<file path="src/rtl/mode_pkg.sv">
// Shared frame-state encoding for the mode tracker and anything that decodes its mode output.
package mode_pkg;

    typedef enum logic [1:0] {
        START = 2'd0,
        RUN   = 2'd1,
        DONE  = 2'd2,
        ERR   = 2'd3
    } mode_t;

endpackage

</file>
<file path="src/rtl/idle_timer.sv">
// Counts consecutive enabled cycles; expire fires on the TIMEOUT-th one.
module idle_timer #(
    parameter int TIMEOUT = 32
) (
    input  logic clk,
    input  logic rst,
    input  logic en,
    input  logic clr,
    output logic expire
);

    localparam int TW = (TIMEOUT > 2) ? $clog2(TIMEOUT) : 1;
    localparam logic [TW-1:0] LOAD = TW'(TIMEOUT - 1);

    // Down-counter holds the enabled cycles still allowed before expiry.
    logic [TW-1:0] remain_q, remain_d;

    always_comb begin
        remain_d = remain_q;
        if (clr) begin
            remain_d = LOAD;
        end else if (en) begin
            remain_d = (remain_q == '0) ? LOAD : remain_q - TW'(1);
        end
    end

    assign expire = en && !clr && (remain_q == '0);

    always_ff @(posedge clk) begin
        if (rst) begin
            remain_q <= LOAD;
        end else begin
            remain_q <= remain_d;
        end
    end

endmodule

</file>
<file path="src/rtl/mode_tracker.sv">
// Frame-boundary monitor: zero word opens a frame, payload is counted, and a zero word,
// MAX_LEN words or an idle timeout close it.
module mode_tracker
    import mode_pkg::*;
#(
    parameter int WIDTH   = 8,
    parameter int MAX_LEN = 16,
    parameter int TIMEOUT = 32
) (
    input  logic                         clk,
    input  logic                         rst,
    input  logic                         in_valid,
    input  logic [WIDTH-1:0]             in_data,
    input  logic                         clr,
    output mode_t                        mode,
    output logic [$clog2(MAX_LEN+1)-1:0] word_cnt,
    output logic                         done_pulse,
    output logic                         err
);

    localparam int CW = $clog2(MAX_LEN + 1);
    localparam logic [CW-1:0] LAST = CW'(MAX_LEN - 1);

    mode_t          mode_q, mode_d;
    logic [CW-1:0]  cnt_q, cnt_d;
    logic           done_q, done_d;
    logic           err_q, err_d;
    logic           in_zero;
    logic           idle_en, idle_clr, idle_expire;

    assign in_zero  = (in_data == '0);
    assign idle_en  = (mode_q == RUN) && !in_valid;
    assign idle_clr = in_valid || clr || (mode_q != RUN);

    idle_timer #(.TIMEOUT(TIMEOUT)) u_idle_timer (
        .clk    (clk),
        .rst    (rst),
        .en     (idle_en),
        .clr    (idle_clr),
        .expire (idle_expire)
    );

    always_comb begin
        mode_d = mode_q;
        cnt_d  = cnt_q;
        if (clr) begin
            mode_d = START;
            cnt_d  = '0;
        end else begin
            unique case (mode_q)
                START: begin
                    if (in_valid && in_zero) begin
                        mode_d = RUN;
                        cnt_d  = '0;
                    end
                end
                RUN: begin
                    if (in_valid) begin
                        if (!in_zero) begin
                            cnt_d = cnt_q + CW'(1);
                            if (cnt_q == LAST) mode_d = DONE;
                        end else if (cnt_q != '0) begin
                            mode_d = DONE;
                        end
                    end else if (idle_expire) begin
                        mode_d = ERR;
                    end
                end
                DONE, ERR: begin
                    mode_d = mode_q;
                end
                default: begin
                    mode_d = START;
                    cnt_d  = '0;
                end
            endcase
        end
        done_d = (mode_d == DONE) && (mode_q != DONE);
        err_d  = (mode_d == ERR);
    end

    always_ff @(posedge clk) begin
        if (rst) begin
            mode_q <= START;
            cnt_q  <= '0;
            done_q <= 1'b0;
            err_q  <= 1'b0;
        end else begin
            mode_q <= mode_d;
            cnt_q  <= cnt_d;
            done_q <= done_d;
            err_q  <= err_d;
        end
    end

    assign mode       = mode_q;
    assign word_cnt   = cnt_q;
    assign done_pulse = done_q;
    assign err        = err_q;

endmodule

</file>
<file path="config.mk">
export PLATFORM = sky130hd
export DESIGN_NAME = mode_tracker
export DESIGN_NICKNAME = d
export VERILOG_FILES = /design/src/rtl/mode_pkg.sv /design/src/rtl/idle_timer.sv /design/src/rtl/mode_tracker.sv
export SDC_FILE = /design/constraint.sdc
export NUM_CORES = 1
export LEC_CHECK = 0
export ABC_AREA = 1
export BUFFER_PORTS_ARGS = -buffer_cell sky130_fd_sc_hd__clkbuf_2
export CORE_MARGIN = 5
export CORE_UTILIZATION = 45
export DETAILED_ROUTE_END_ITERATION = 10
export GPL_TIMING_DRIVEN = 0
export PLACE_DENSITY = 0.75
export SLEW_MARGIN = 20
export SYNTH_ARGS = -nofsm -noshare
export SYNTH_HDL_FRONTEND = slang
export SYNTH_SLANG_ARGS = --single-unit
</file>
<file path="constraint.sdc">
create_clock -name clk -period 3.4 [get_ports clk]
set_clock_uncertainty 0.2 [all_clocks]
set_input_delay 0.68 -clock clk [delete_from_list [all_inputs] [get_ports clk]]
set_output_delay 0.68 -clock clk [all_outputs]
set_load 0.02 [all_outputs]
</file>
Word level (Yosys, flattened, before mapping)

Cells that the tools add are included.

Add/sub/neg operators: 2
Reductions and logical operators: 18
Multiplexer cells: 13
Eq/ne operators: 11

Operators with widths:

| cell                  | number |
|---|---|
| $mux W5               | 4 |
| $mux W2               | 7 |
| $pmux W5 S2           | 1 |
| $eq A2 B2 Y1 const B  | 4 |
| $logic_not A8 Y1      | 1 |
| $ne A2 B2 Y1 const B  | 4 |
| $pmux W2 S3           | 1 |
| $reduce_or A2 Y1      | 3 |
| $add A5 B1 Y5 const B | 1 |
| $eq A5 B4 Y1 const B  | 1 |
| $logic_and A1 B1 Y1   | 5 |
| $logic_not A5 Y1      | 1 |
| $reduce_bool A5 Y1    | 1 |
| $sub A5 B1 Y5 const B | 1 |
| $reduce_and A4 Y1     | 1 |
| $eq A2 B1 Y1 const B  | 1 |
| $logic_not A1 Y1      | 2 |
| $logic_not A2 Y1      | 1 |
| $logic_or A1 B1 Y1    | 2 |
| $ne A2 B1 Y1 const B  | 1 |
| $reduce_bool A2 Y1    | 1 |

Output and inout bits: 9
Bits in registers: 14
Input port bits: 12

Longest topological paths before layout

Gate-level depths: netlist (run 1).

Depth after elaboration: 11
Mapped depth: 13

Modules after synthesis

From an unflattened synthesis (run 1), not the netlist that was laid out.

Cell total of the unflattened synthesis: 121
Area, all modules: 813.3 sq um

Modules (own cells, without submodules):

| module       | cells each | seq. area each (sq um) | area each (sq um) | times used |
|---|---|---|---|---|
| mode_tracker | 84         | 180.2                  | 559.3             | 1 |
| idle_timer   | 37         | 100.1                  | 254.0             | 1 |

Worst setup path after synthesis (run 1)

No wires, ideal clock.

Path type: input to register
Start point: in in_data[0]
End point: reg cnt_q[1] (netlist: word_cnt[1])
Stages on the path: 8
Arrival time: 1.459 ns
Path buffers: 0
Slack: 1.623 ns
Required time: 3.082 ns
Setup time: 0.118 ns
Cell sequence: nor2_1 > nand2_1 > nor2_2 > nand3_1 > nand2_2 > nand2_2 > o21ai_1 > a21oi_1

Cells in the longest elaborated chain, start to end: 4
Elaborated cells between the ends (all ways): 5
Those cells by class: eq/ne (2); reduce/logical (3)

RTL lines:

| element                              | line               | source |
|---|---|---|
| start: declaration                   | mode_tracker.sv:13 | `input logic [WIDTH-1:0] in_data,` |
| $logic_not A8 Y1 *                   | mode_tracker.sv:31 | `assign in_zero = (in_data == '0);` |
| $logic_and A1 B1 Y1                  | mode_tracker.sv:52 | `if (in_valid && in_zero) begin` |
| $ne A2 B2 Y1 (no source line)        | -                  |  |
| $reduce_and A4 Y1 (no source line) * | -                  |  |
| end signal: assignment               | mode_tracker.sv:90 | `cnt_q <= cnt_d;` |
| end: declaration                     | mode_tracker.sv:25 | `logic [CW-1:0] cnt_q, cnt_d;` |

Mark *: on every way between the ends. The rest lies on a longest branch, timed or not.
A chain may end at the register's enable or synchronous reset.

Worst setup path after layout (run 1)

Start point: reg mode_q[1] (netlist: mode[1])
End point: out mode[1]

RTL lines:

| element                  | line               | source |
|---|---|---|
| start: declaration       | mode_tracker.sv:24 | `mode_t mode_q, mode_d;` |
| start signal: assignment | mode_tracker.sv:89 | `mode_q <= mode_d;` |
| end: declaration         | mode_tracker.sv:15 | `output mode_t mode,` |

No word-level cell between the ends.

==> impl_results.md, run 1 <==
- Sequential element share of the synthesized area: 0.3607
- Remaining global-route overflow: 0
- Top Ports: 21
- Starting DRT DRC Count: 9
- CP Data Required Time: 2520 ps
- Number of port buffers: 20
- Unrepaired setup endpoints after global routing: false
- Area of the multi-input gates: 429.2 um2
- Number of maximum-capacitance constraint violations: 0
- Final setup violation count: 0
- Worst hold path cell count: 1
- Synthesized netlist net count: 129
- Row count: 15
- Peak supply drop: 0.0002237 V
- Cell type of the slowest stage on the worst timing path: dfxtp_1
- Netlist area before placement: 777.0 um2
- Delay of the slowest cell on the worst path: 480 ps
- Overall Global Routing Usage: 0.1255
- Count of yosys warnings during synthesis: 0
- Net count of the finished layout: 154
- Class of the most critical hold timing path: register to register
- CTS clk-pin slew, worst paths: 80 ps
- Crit-path leading delay family: flip-flops
- HPWL reported at the end of detailed placement: 1218 um
- Total core area: 0.001689 mm2
- Largest driver fanout on the critical path: 6
- Avg Vias per Cell: 4.789
- Maximum frequency from static timing analysis: 0.5410 GHz
- Largest net degree at the start of global routing: 9
- Routed WL: 1490 um
- Latest clock arrival within the worst-skew pair: 270 ps
- Library cell used as clock root buffer: clkbuf_4
- Post-route clock period utilization: 0.5436
- Overall die area: 0.002658 mm2
- Global-route wire length before repair: 2601 um
- Final count of hold timing violations: 0
- Endpoint class of the critical path: output port
- Clock buffer depth: 2
- Cells after synthesis: 112
- Commonest non-fill, non-tap cell in the layout: nand2_1
- Synth-to-Final Area Change: 18.52%
- Number of distinct library cells after synthesis: 17
- Number of sinks handled by clock tree synthesis: 14
- Number of levels in the clock H-tree: 1
- Slack of the worst reg-to-reg path: 1670 ps
- Cell Pwr Density: 289.5 mW/mm2
- Utilization after layout: 0.5452
- Hold Buf Count CTS: 0
- Vias: 728
- Slew @ Worst Pin: 341.7 ps
- Sum of buffers and inverters on the critical path: 1
- Die height: 51.56 um
- Number of buffers added by the clock tree synthesis step: 3
- Setup crit start kind: register
- Synth Area per Inst: 6.937 um2
- Initial core utilization: 0.4600
- Total stage count of the critical path: 1
- Count of state elements after synthesis: 14
- Post-route ant nets: 0
- P_leak: 0.4521 nW
- Setup TNS Final: 0 ps
- Minimum period implied by the final worst setup slack: 1848 ps
- Number of antenna violations at the first check in global routing: 0
- Share of post-route cells with drive strength above 1: 0.2222
- Buffer count from post-CTS setup fixing: 0
- TritonCTS clock tree: built
- Critical setup path kind: register to output port
- Count of antenna diodes in the layout: 0
- Floorplan die width: 51.56 um
- FF+latch area: 280.3 um2
- Count of fill cells added during filler insertion: 183
- Max-slew headroom: 0.7710
- Vias in the first global route: 696
- Final hold slack: 198.0 ps
- Cells along the critical path: clkbuf_2
- Pins Over Slew Limit: 0
- Number of detailed-routing iterations run before antenna repair: 3
- Post_cts resized: 0
- Gp weighted congestion: 0.8223
- Number of cells on the worst reg-to-reg path: 12
- Worst EP arrival: 970 ps
- Wirelength per Cell: 9.803 um
- Commonest cells after routing, fill and taps aside: nand2_1 (23), clkbuf_2 (20), inv_1 (18)
- Run status: completed
- Residual DRC count: 0
## through the flow
| step | std cells | setup WS, ps | instance area, um2 | power, mW |
|---|---|---|---|---|
| final | 152 | 1552 | 920.9 | 0.2666 |
| after global placement | 149 | 1422 | 898.4 | 0.1809 |
| after CTS | 152 | 1534 | 920.9 | 0.2715 |
| after floorplan | 112 | 1623 | 777.0 | 0.1732 |
| after global routing | 152 | 1429 | 920.9 | 0.2831 |
| after detailed placement | 149 | 1379 | 898.4 | 0.1813 |
## synthesized netlist by cell type (all sizes together)
cell type / count / share of area
nor3: 3 / 0.032
nand2: 26 / 0.14
xor2: 3 / 0.034
dfxtp: 14 / 0.36
ha: 5 / 0.081
nand3: 9 / 0.058
nor2: 19 / 0.10
inv: 18 / 0.087
nand4: 3 / 0.024
o21ai: 7 / 0.045
a21oi: 5 / 0.032
## routing by layer
metal	share of wire	track usage	wire length, um	up-vias
met4	0.0081	0.06114	12	0
met1	0.46	0.1519	680	311
met5	0	0	0	-
li1	-	-	-	402
met3	0.049	0.02579	73	2
met2	0.49	0.2097	723	13
## area by class of cell
type,instances,area share
Clock buffer,3,0.02446
Inverter,18,0.07337
Multi-Input combinational cell,80,0.4660
Sequential cell,14,0.3043
Tap cell,17,0.02310
Timing Repair Buffer,20,0.1087
## power by group
group,internal (mW),switching [mW]
Combinational,0.00638,0.00718
Clock,0.0410,0.0483
Sequential,0.164,0.0000302
Total,0.211,0.0555
## path summary, 6_finish.rpt
| kind | end | startpoint |
|---|---|---|
| hold / removal | u_idle_timer.remain_q[0] | u_idle_timer.remain_q[0] |
| setup / recovery | mode[1] | mode[1] |
| setup reg to reg | done_pulse | word_cnt[0] |
| hold reg to reg | u_idle_timer.remain_q[0] | u_idle_timer.remain_q[0] |
## kinds of logic (layout without fill, tap and decap cells)
| logic type | after synthesis | count (layout) | synth area share |
|---|---|---|---|
| XOR/XNOR | 3 | 3 | 0.03382 |
| buffers and inverters | 18 | 41 | 0.08695 |
| AO/OA/AOI/OAI | 12 | 12 | 0.07728 |
| AND/OR/NAND/NOR | 60 | 60 | 0.3607 |
| adder cells (fa/ha/maj) | 5 | 5 | 0.08052 |
| flip-flops | 14 | 14 | 0.3607 |
## state kept, by name (all words and copies together) (netlist names)
signal	count
word_cnt	5
done_pulse	1
u_idle_timer.remain_q	5
err	1
mode	2
No activity file was read; power rests on OpenSTA's default activity.
==> run 2, diff against run 1 <==
--- a/config.mk
+++ b/config.mk
@@ -5,13 +5,13 @@
 export SDC_FILE = /design/constraint.sdc
 export NUM_CORES = 1
 export LEC_CHECK = 0
-export ABC_AREA = 1
+export ABC_AREA = 0
 export BUFFER_PORTS_ARGS = -buffer_cell sky130_fd_sc_hd__clkbuf_2
 export CORE_MARGIN = 5
 export CORE_UTILIZATION = 45
 export DETAILED_ROUTE_END_ITERATION = 10
 export GPL_TIMING_DRIVEN = 0
-export PLACE_DENSITY = 0.75
+export PLACE_DENSITY = 0.74
 export SLEW_MARGIN = 20
 export SYNTH_ARGS = -nofsm -noshare
 export SYNTH_HDL_FRONTEND = slang
==> constraint.sdc (replaced) <==
create_clock -name clk -period 1.9 [get_ports clk]
set_clock_uncertainty 0.2 [all_clocks]
set_input_delay 0.38 -clock clk [delete_from_list [all_inputs] [get_ports clk]]
set_output_delay 0.38 -clock clk [all_outputs]
set_load 0.02 [all_outputs]
==> run 2 against run 1 <==
Critical path depth rose by 4. Area after synthesis up 8.1%. Sequential share of layout area decreased by 2.6 points. Clock power grew to 2.5 times the previous value. Final area grew 11%. Critical endpoint is now word_cnt[4]. Largest power group unchanged.
==> impl_results.md, run 2 <==
- Start point of the worst hold path: u_idle_timer.remain_q[0]
- Reg2Reg Launch Point: word_cnt[0]
- Non-Filler Cell Area, Final: 0.001025 mm2
- Main area contributors after synthesis: dfxtp_1 (33%), ha_1 (7.5%), nor4_4 (5.1%)
- Library cell used as clock root buffer: clkbuf_4
- Number of buffers added by the clock tree synthesis step: 3
- Top Ports: 21
- Worst EP arrival: 1820 ps
- End of the worst register-to-register path: word_cnt[4]
- Top-area cell type share of the netlist area: 0.3338
- Starting DRT DRC Count: 20
- Routed WL: 1875 um
- Clock buffer depth: 2
- Floorplan die width: 53.20 um
- Cell type with the largest total area after synthesis: dfxtp_1
- Overall die area: 0.002830 mm2
- Worst hold path cell count: 1
- Synthesized netlist net count: 111
- Remaining global-route overflow: 0
- Vias: 790
- Maximum frequency from static timing analysis: 0.5590 GHz
- Share of post-route cells with drive strength above 1: 0.3390
- Pins Over Slew Limit: 0
- Asr flop ratio synth: 0
- Number of sinks handled by clock tree synthesis: 14
- Number of maximum-capacitance constraint violations: 0
- P_leak: 0.4246 nW
- Global-route wire length before repair: 3132 um
- Buffer count from post-CTS setup fixing: 0
- Count of fill cells added during filler insertion: 160
- Initial core utilization: 0.4810
- Cells along the critical path: ha_2 > and3_4 > ha_1 > or4_1 > mux2i_1
- Count of yosys warnings during synthesis: 0
- Minimum period implied by the final worst setup slack: 1789 ps
- CP Data Required Time: 1930 ps
- Number of port buffers: 20
- Number of cells on the worst reg-to-reg path: 5
- Number of distinct library cells after synthesis: 41
- Cells after synthesis: 94
- Slack of the worst reg-to-reg path: 110 ps
- Worst min-delay path endpoint: u_idle_timer.remain_q[0]
- Number of antenna violations at the first check in global routing: 0
- Wirelength per Cell: 13.11 um
- Class of the most critical hold timing path: register to register
- Post-placement cell area: 970.9 um2
- Cell Pwr Density: 536.3 mW/mm2
- Most frequent cells after synthesis: dfxtp_1 (14), nand2_1 (11), inv_1 (8)
- Vias in the first global route: 728
- Sum of buffers and inverters on the critical path: 0
- Gp weighted congestion: 0.8870
- Final setup violation count: 0
- Synth-to-Final Area Change: 22.06%
- Peak supply drop: 0.0003334 V
- Count of antenna diodes in the layout: 0
- Run status: completed
- Sequential element share of the synthesized area: 0.3338
- Critical setup path kind: register to register
- Post-route ant nets: 0
- Commonest cells after routing, fill and taps aside: clkbuf_2 (20), dfxtp_1 (12), nand2_1 (11)
- Max-slew headroom: 0.6546
- Largest net degree at the start of global routing: 11
- Post-route clock period utilization: 0.9415
- Setup crit start kind: register
- Final count of hold timing violations: 0
- Main flop type after synthesis: dfxtp_1
- Netlist area before placement: 839.6 um2
- Endpoint class of the critical path: register
- Die height: 53.20 um
- Largest driver fanout on the critical path: 6
- Synth Area per Inst: 8.931 um2
- Total core area: 0.001745 mm2
- Slew @ Worst Pin: 516.1 ps
- Net count of the finished layout: 136
- TritonCTS clock tree: built
- Overall Global Routing Usage: 0.1513
- Count of state elements after synthesis: 14
- Residual DRC count: 0
- CTS clk-pin slew, worst paths: 100 ps
- HPWL reported at the end of detailed placement: 1434 um
- Unrepaired setup endpoints after global routing: false
- Avg Vias per Cell: 5.524
- Count of flip-flops with a built-in enable after synthesis: 0
- Delay of the slowest cell on the worst path: 410 ps
- Setup TNS Final: 0 ps
- Number of detailed-routing iterations run before antenna repair: 5
- Cell type of the slowest stage on the worst timing path: or4_1
- Commonest non-fill, non-tap cell in the layout: clkbuf_2
- Latest clock arrival within the worst-skew pair: 290 ps
- Crit-path leading delay family: simple AND/OR/NAND/NOR gates
- Row count: 15
- Number of levels in the clock H-tree: 1
- Most instantiated library cell after synthesis: dfxtp_1
## run 2: cell types whose count changed after synthesis, sizes merged, moves of 3 or more
cell	delta
mux2i	+3
nor2	-15
a31oi	+3
o21ai	-5
inv	-10
nand2	-15
nand3	-3
## run 2: worst reg2reg max path, cell delays in order (launching register included)
cell	delay (ps)
dfxtp_4	380
ha_2	180
and3_4	170
ha_1	260
or4_1	410
mux2i_1	130
## run 2: how the worst max path moves through the flow
stage                startpoint     endpoint  slack, ps  cells past startpoint
detailed placement  word_cnt[0]  word_cnt[4]         10                      5
floorplan           word_cnt[0]  word_cnt[4]         10                      5
global route        word_cnt[0]  word_cnt[4]         10                      5
CTS                 word_cnt[0]  word_cnt[4]         10                      5
finish              word_cnt[0]  word_cnt[4]        110                      5
global placement    word_cnt[0]  word_cnt[4]         40                      5
## run 2: logic make-up after synthesis
kind of cell	after synthesis	share of synthesized area
adder cells (fa/ha/maj)	5	0.07452
XOR/XNOR	2	0.02087
AO/OA/AOI/OAI	18	0.1446
AND/OR/NAND/NOR	42	0.3279
multiplexers	3	0.04024
buffers and inverters	10	0.05813
flip-flops	14	0.3338
## run 2: stage by stage
stage,power [mW],std cells,hold slack [ps],utilization,setup WS [ps]
2_1_floorplan,0.3135,94,171.1,-,14.88
3_3_place_gp,0.3334,139,186.1,0.5563,40.31
3_5_place_dp,0.3343,139,189.4,0.5563,14.71
4_1_cts,0.5551,143,209.4,0.5778,10.36
5_1_grt,0.5691,143,234.5,0.5871,9.541
6_report,0.5496,143,206.1,0.5871,111.1
## run 2: layout make-up
type / count / area [um2] / share of cell area
multi-input combinational: 70 / 523.0 / 0.5104
sequential: 14 / 285.3 / 0.2784
timing repair buffer: 20 / 100.1 / 0.09768
clock buffer: 4 / 36.28 / 0.03541
tap: 25 / 31.28 / 0.03053
inverter: 8 / 30.03 / 0.02930
buffer: 2 / 18.77 / 0.01832
## run 2: repair_timing
action / in CTS / in global routing
endpoints found under the setup margin: 1 / 6
hold buffers: 0 / 0
gates resized for setup: 1 / 5
pin swaps: 0 / 1
## run 2: power breakdown
group          switching, mW  total, mW  internal (mW)
Clock                  0.106      0.223          0.117
Sequential         0.0000256      0.292          0.292
Combinational         0.0205     0.0348         0.0143
Total                  0.127      0.550          0.423
## run 2: metal layers
layer,routed length (um),GRT usage
met1,856,0.1851
met2,807,0.2479
met3,150,0.02817
met4,61,0.08085
met5,0,0
==> run 3, diff against run 2 <==
--- a/config.mk
+++ b/config.mk
@@ -7,11 +7,14 @@
 export LEC_CHECK = 0
 export ABC_AREA = 0
 export BUFFER_PORTS_ARGS = -buffer_cell sky130_fd_sc_hd__clkbuf_2
+export CELL_PAD_IN_SITES_DETAIL_PLACEMENT = 1
+export CELL_PAD_IN_SITES_GLOBAL_PLACEMENT = 2
+export CORE_ASPECT_RATIO = 0.6
 export CORE_MARGIN = 5
-export CORE_UTILIZATION = 45
+export CORE_UTILIZATION = 30
 export DETAILED_ROUTE_END_ITERATION = 10
 export GPL_TIMING_DRIVEN = 0
-export PLACE_DENSITY = 0.74
+export PLACE_DENSITY = 0.81
 export SLEW_MARGIN = 20
 export SYNTH_ARGS = -nofsm -noshare
 export SYNTH_HDL_FRONTEND = slang
==> run 3 against run 2 <==
Worst hold slack got worse by 3.7 ps. Sequential cell count stayed put. First-iteration DRC count grew to 2.9 times the previous value. Die area up 41%. Clock power increased by 28%. Critical path depth unchanged. Combinational power is 1% higher. Maximum frequency shrank 3.5%. Power up 12%. Critical endpoint unchanged. Largest power group unchanged. Highest routed layer unchanged.
==> impl_results.md, run 3 (same netlist as run 2, synthesis figures left out) <==
- P_leak: 0.4340 nW
- Vias: 767
- Cell Pwr Density: 580.8 mW/mm2
- Setup TNS Final: 0 ps
- Initial core utilization: 0.3238
- End of the worst register-to-register path: word_cnt[4]
- Final setup violation count: 0
- Worst setup startpoint: word_cnt[0]
- Worst EP arrival: 1830 ps
- Net count of the finished layout: 136
- Synth-to-Final Area Change: 25.78%
- Count of fill cells added during filler insertion: 312
- Slew @ Worst Pin: 518.2 ps
- Unrepaired setup endpoints after global routing: false
- Residual DRC count: 0
- Post-placement cell area: 979.7 um2
- Minimum period implied by the final worst setup slack: 1853 ps
- Number of sinks handled by clock tree synthesis: 14
- Worst hold path cell count: 1
- Pwr Total: 0.6134 mW
- Remaining global-route overflow: 0
- Setup crit start kind: register
- Class of the most critical hold timing path: register to register
- Post-route ant nets: 0
- Number of maximum-capacitance constraint violations: 0
- Top Ports: 21
- Non-Filler Cell Area, Final: 0.001056 mm2
- Utilization after layout: 0.4073
- Pins Over Slew Limit: 0
- Maximum frequency from static timing analysis: 0.5396 GHz
- Global-route wire length before repair: 3795 um
- Slack of the worst reg-to-reg path: 50 ps
- Number of antenna violations at the first check in global routing: 0
- CTS clk-pin slew, worst paths: 60 ps
- Starting DRT DRC Count: 57
- Library cell used as clock root buffer: clkbuf_8
- Share of post-route cells with drive strength above 1: 0.3475
- Wirelength per Cell: 14.85 um
- Latest clock arrival within the worst-skew pair: 250 ps
- TritonCTS clock tree: built
- Overall die area: 0.003991 mm2
- Avg Vias per Cell: 5.113
- Endpoint class of the critical path: register
- Vias in the first global route: 758
- Total core area: 0.002592 mm2
- Number of cells on the worst reg-to-reg path: 5
- Row count: 14
- Max-slew headroom: 0.6533
- Number of port buffers: 20
- Critical setup path kind: register to register
- Final count of hold timing violations: 0
- HPWL reported at the end of detailed placement: 1834 um
- Hold Buf Count CTS: 0
- Number of buffers added by the clock tree synthesis step: 3
- Die height: 50.98 um
- Number of levels in the clock H-tree: 1
- Run status: completed
- Largest net degree at the start of global routing: 11
- Peak supply drop: 0.0003916 V
- Reg2Reg Launch Point: word_cnt[0]
- Post-route clock period utilization: 0.9753
- Floorplan die width: 78.30 um
- Largest driver fanout on the critical path: 6
- Clock buffer depth: 2
- Overall Global Routing Usage: 0.1240
- Commonest non-fill, non-tap cell in the layout: clkbuf_2
- Area of the multi-input gates: 526.8 um2
- Count of antenna diodes in the layout: 0
- Routed WL: 2227 um
- Commonest cells after routing, fill and taps aside: clkbuf_2 (20), dfxtp_1 (12), nand2_1 (11)
- Number of detailed-routing iterations run before antenna repair: 4
- Final hold slack: 202.4 ps
- Gp weighted congestion: 0.8189
- Crit path capture: word_cnt[4]
- CP Data Required Time: 1880 ps
- FF+latch area: 285.3 um2
==> run 3: per-stage QoR <==
step,worst slack [ps],cells
floorplan,14.88,94
global placement,-7.661,146
detailed placement,-5.854,146
CTS,7.579,150
global route,10.03,150
finish,46.89,150
==> run 3: cell type report <==
type / instances / share of cell area
inverters: 8 / 0.02844
flip-flops and latches: 14 / 0.2701
plain buffers: 2 / 0.01777
well taps: 32 / 0.03791
multi-input cells: 70 / 0.4988
repair buffers: 20 / 0.09479
clock buffers: 4 / 0.05213
==> run 3: critical path: stages (launching register included) <==
cell and delay, ps:
dfxtp_4 360, ha_2 180, and3_4 170, ha_1 260, or4_4 480, mux2i_1 130
==> run 3: what timing repair did <==
item,4_1_cts,5_1_grt
pin swaps,0,0
setup endpoints to repair,1,2
gates resized for setup,2,5
hold endpoints to repair,0,0
buffers inserted,0,0
==> run 3: report_power, final <==
| group | switching (mW) | internal (mW) |
|---|---|---|
| logic | 0.0209 | 0.0144 |
| registers | 0.0000237 | 0.292 |
| clock network | 0.102 | 0.183 |
==> run 3: metal layers <==
metal,GRT usage,share of wire,vias to the layer above
met5,0,0,-
met2,0.1634,0.40,14
met3,0.04561,0.042,2
li1,-,-,390
met4,0.02616,0.0054,0
met1,0.1878,0.55,361
==> run 3: worst min-delay path by stage <==
stage,from,slack [ps],to
final,u_idle_timer.remain_q[0],200,u_idle_timer.remain_q[0]
after global routing,u_idle_timer.remain_q[0],230,u_idle_timer.remain_q[0]
after CTS,u_idle_timer.remain_q[0],210,u_idle_timer.remain_q[0]
after detailed placement,u_idle_timer.remain_q[0],190,u_idle_timer.remain_q[0]
after global placement,u_idle_timer.remain_q[0],190,u_idle_timer.remain_q[0]
after floorplan,u_idle_timer.remain_q[0],170,u_idle_timer.remain_q[0]
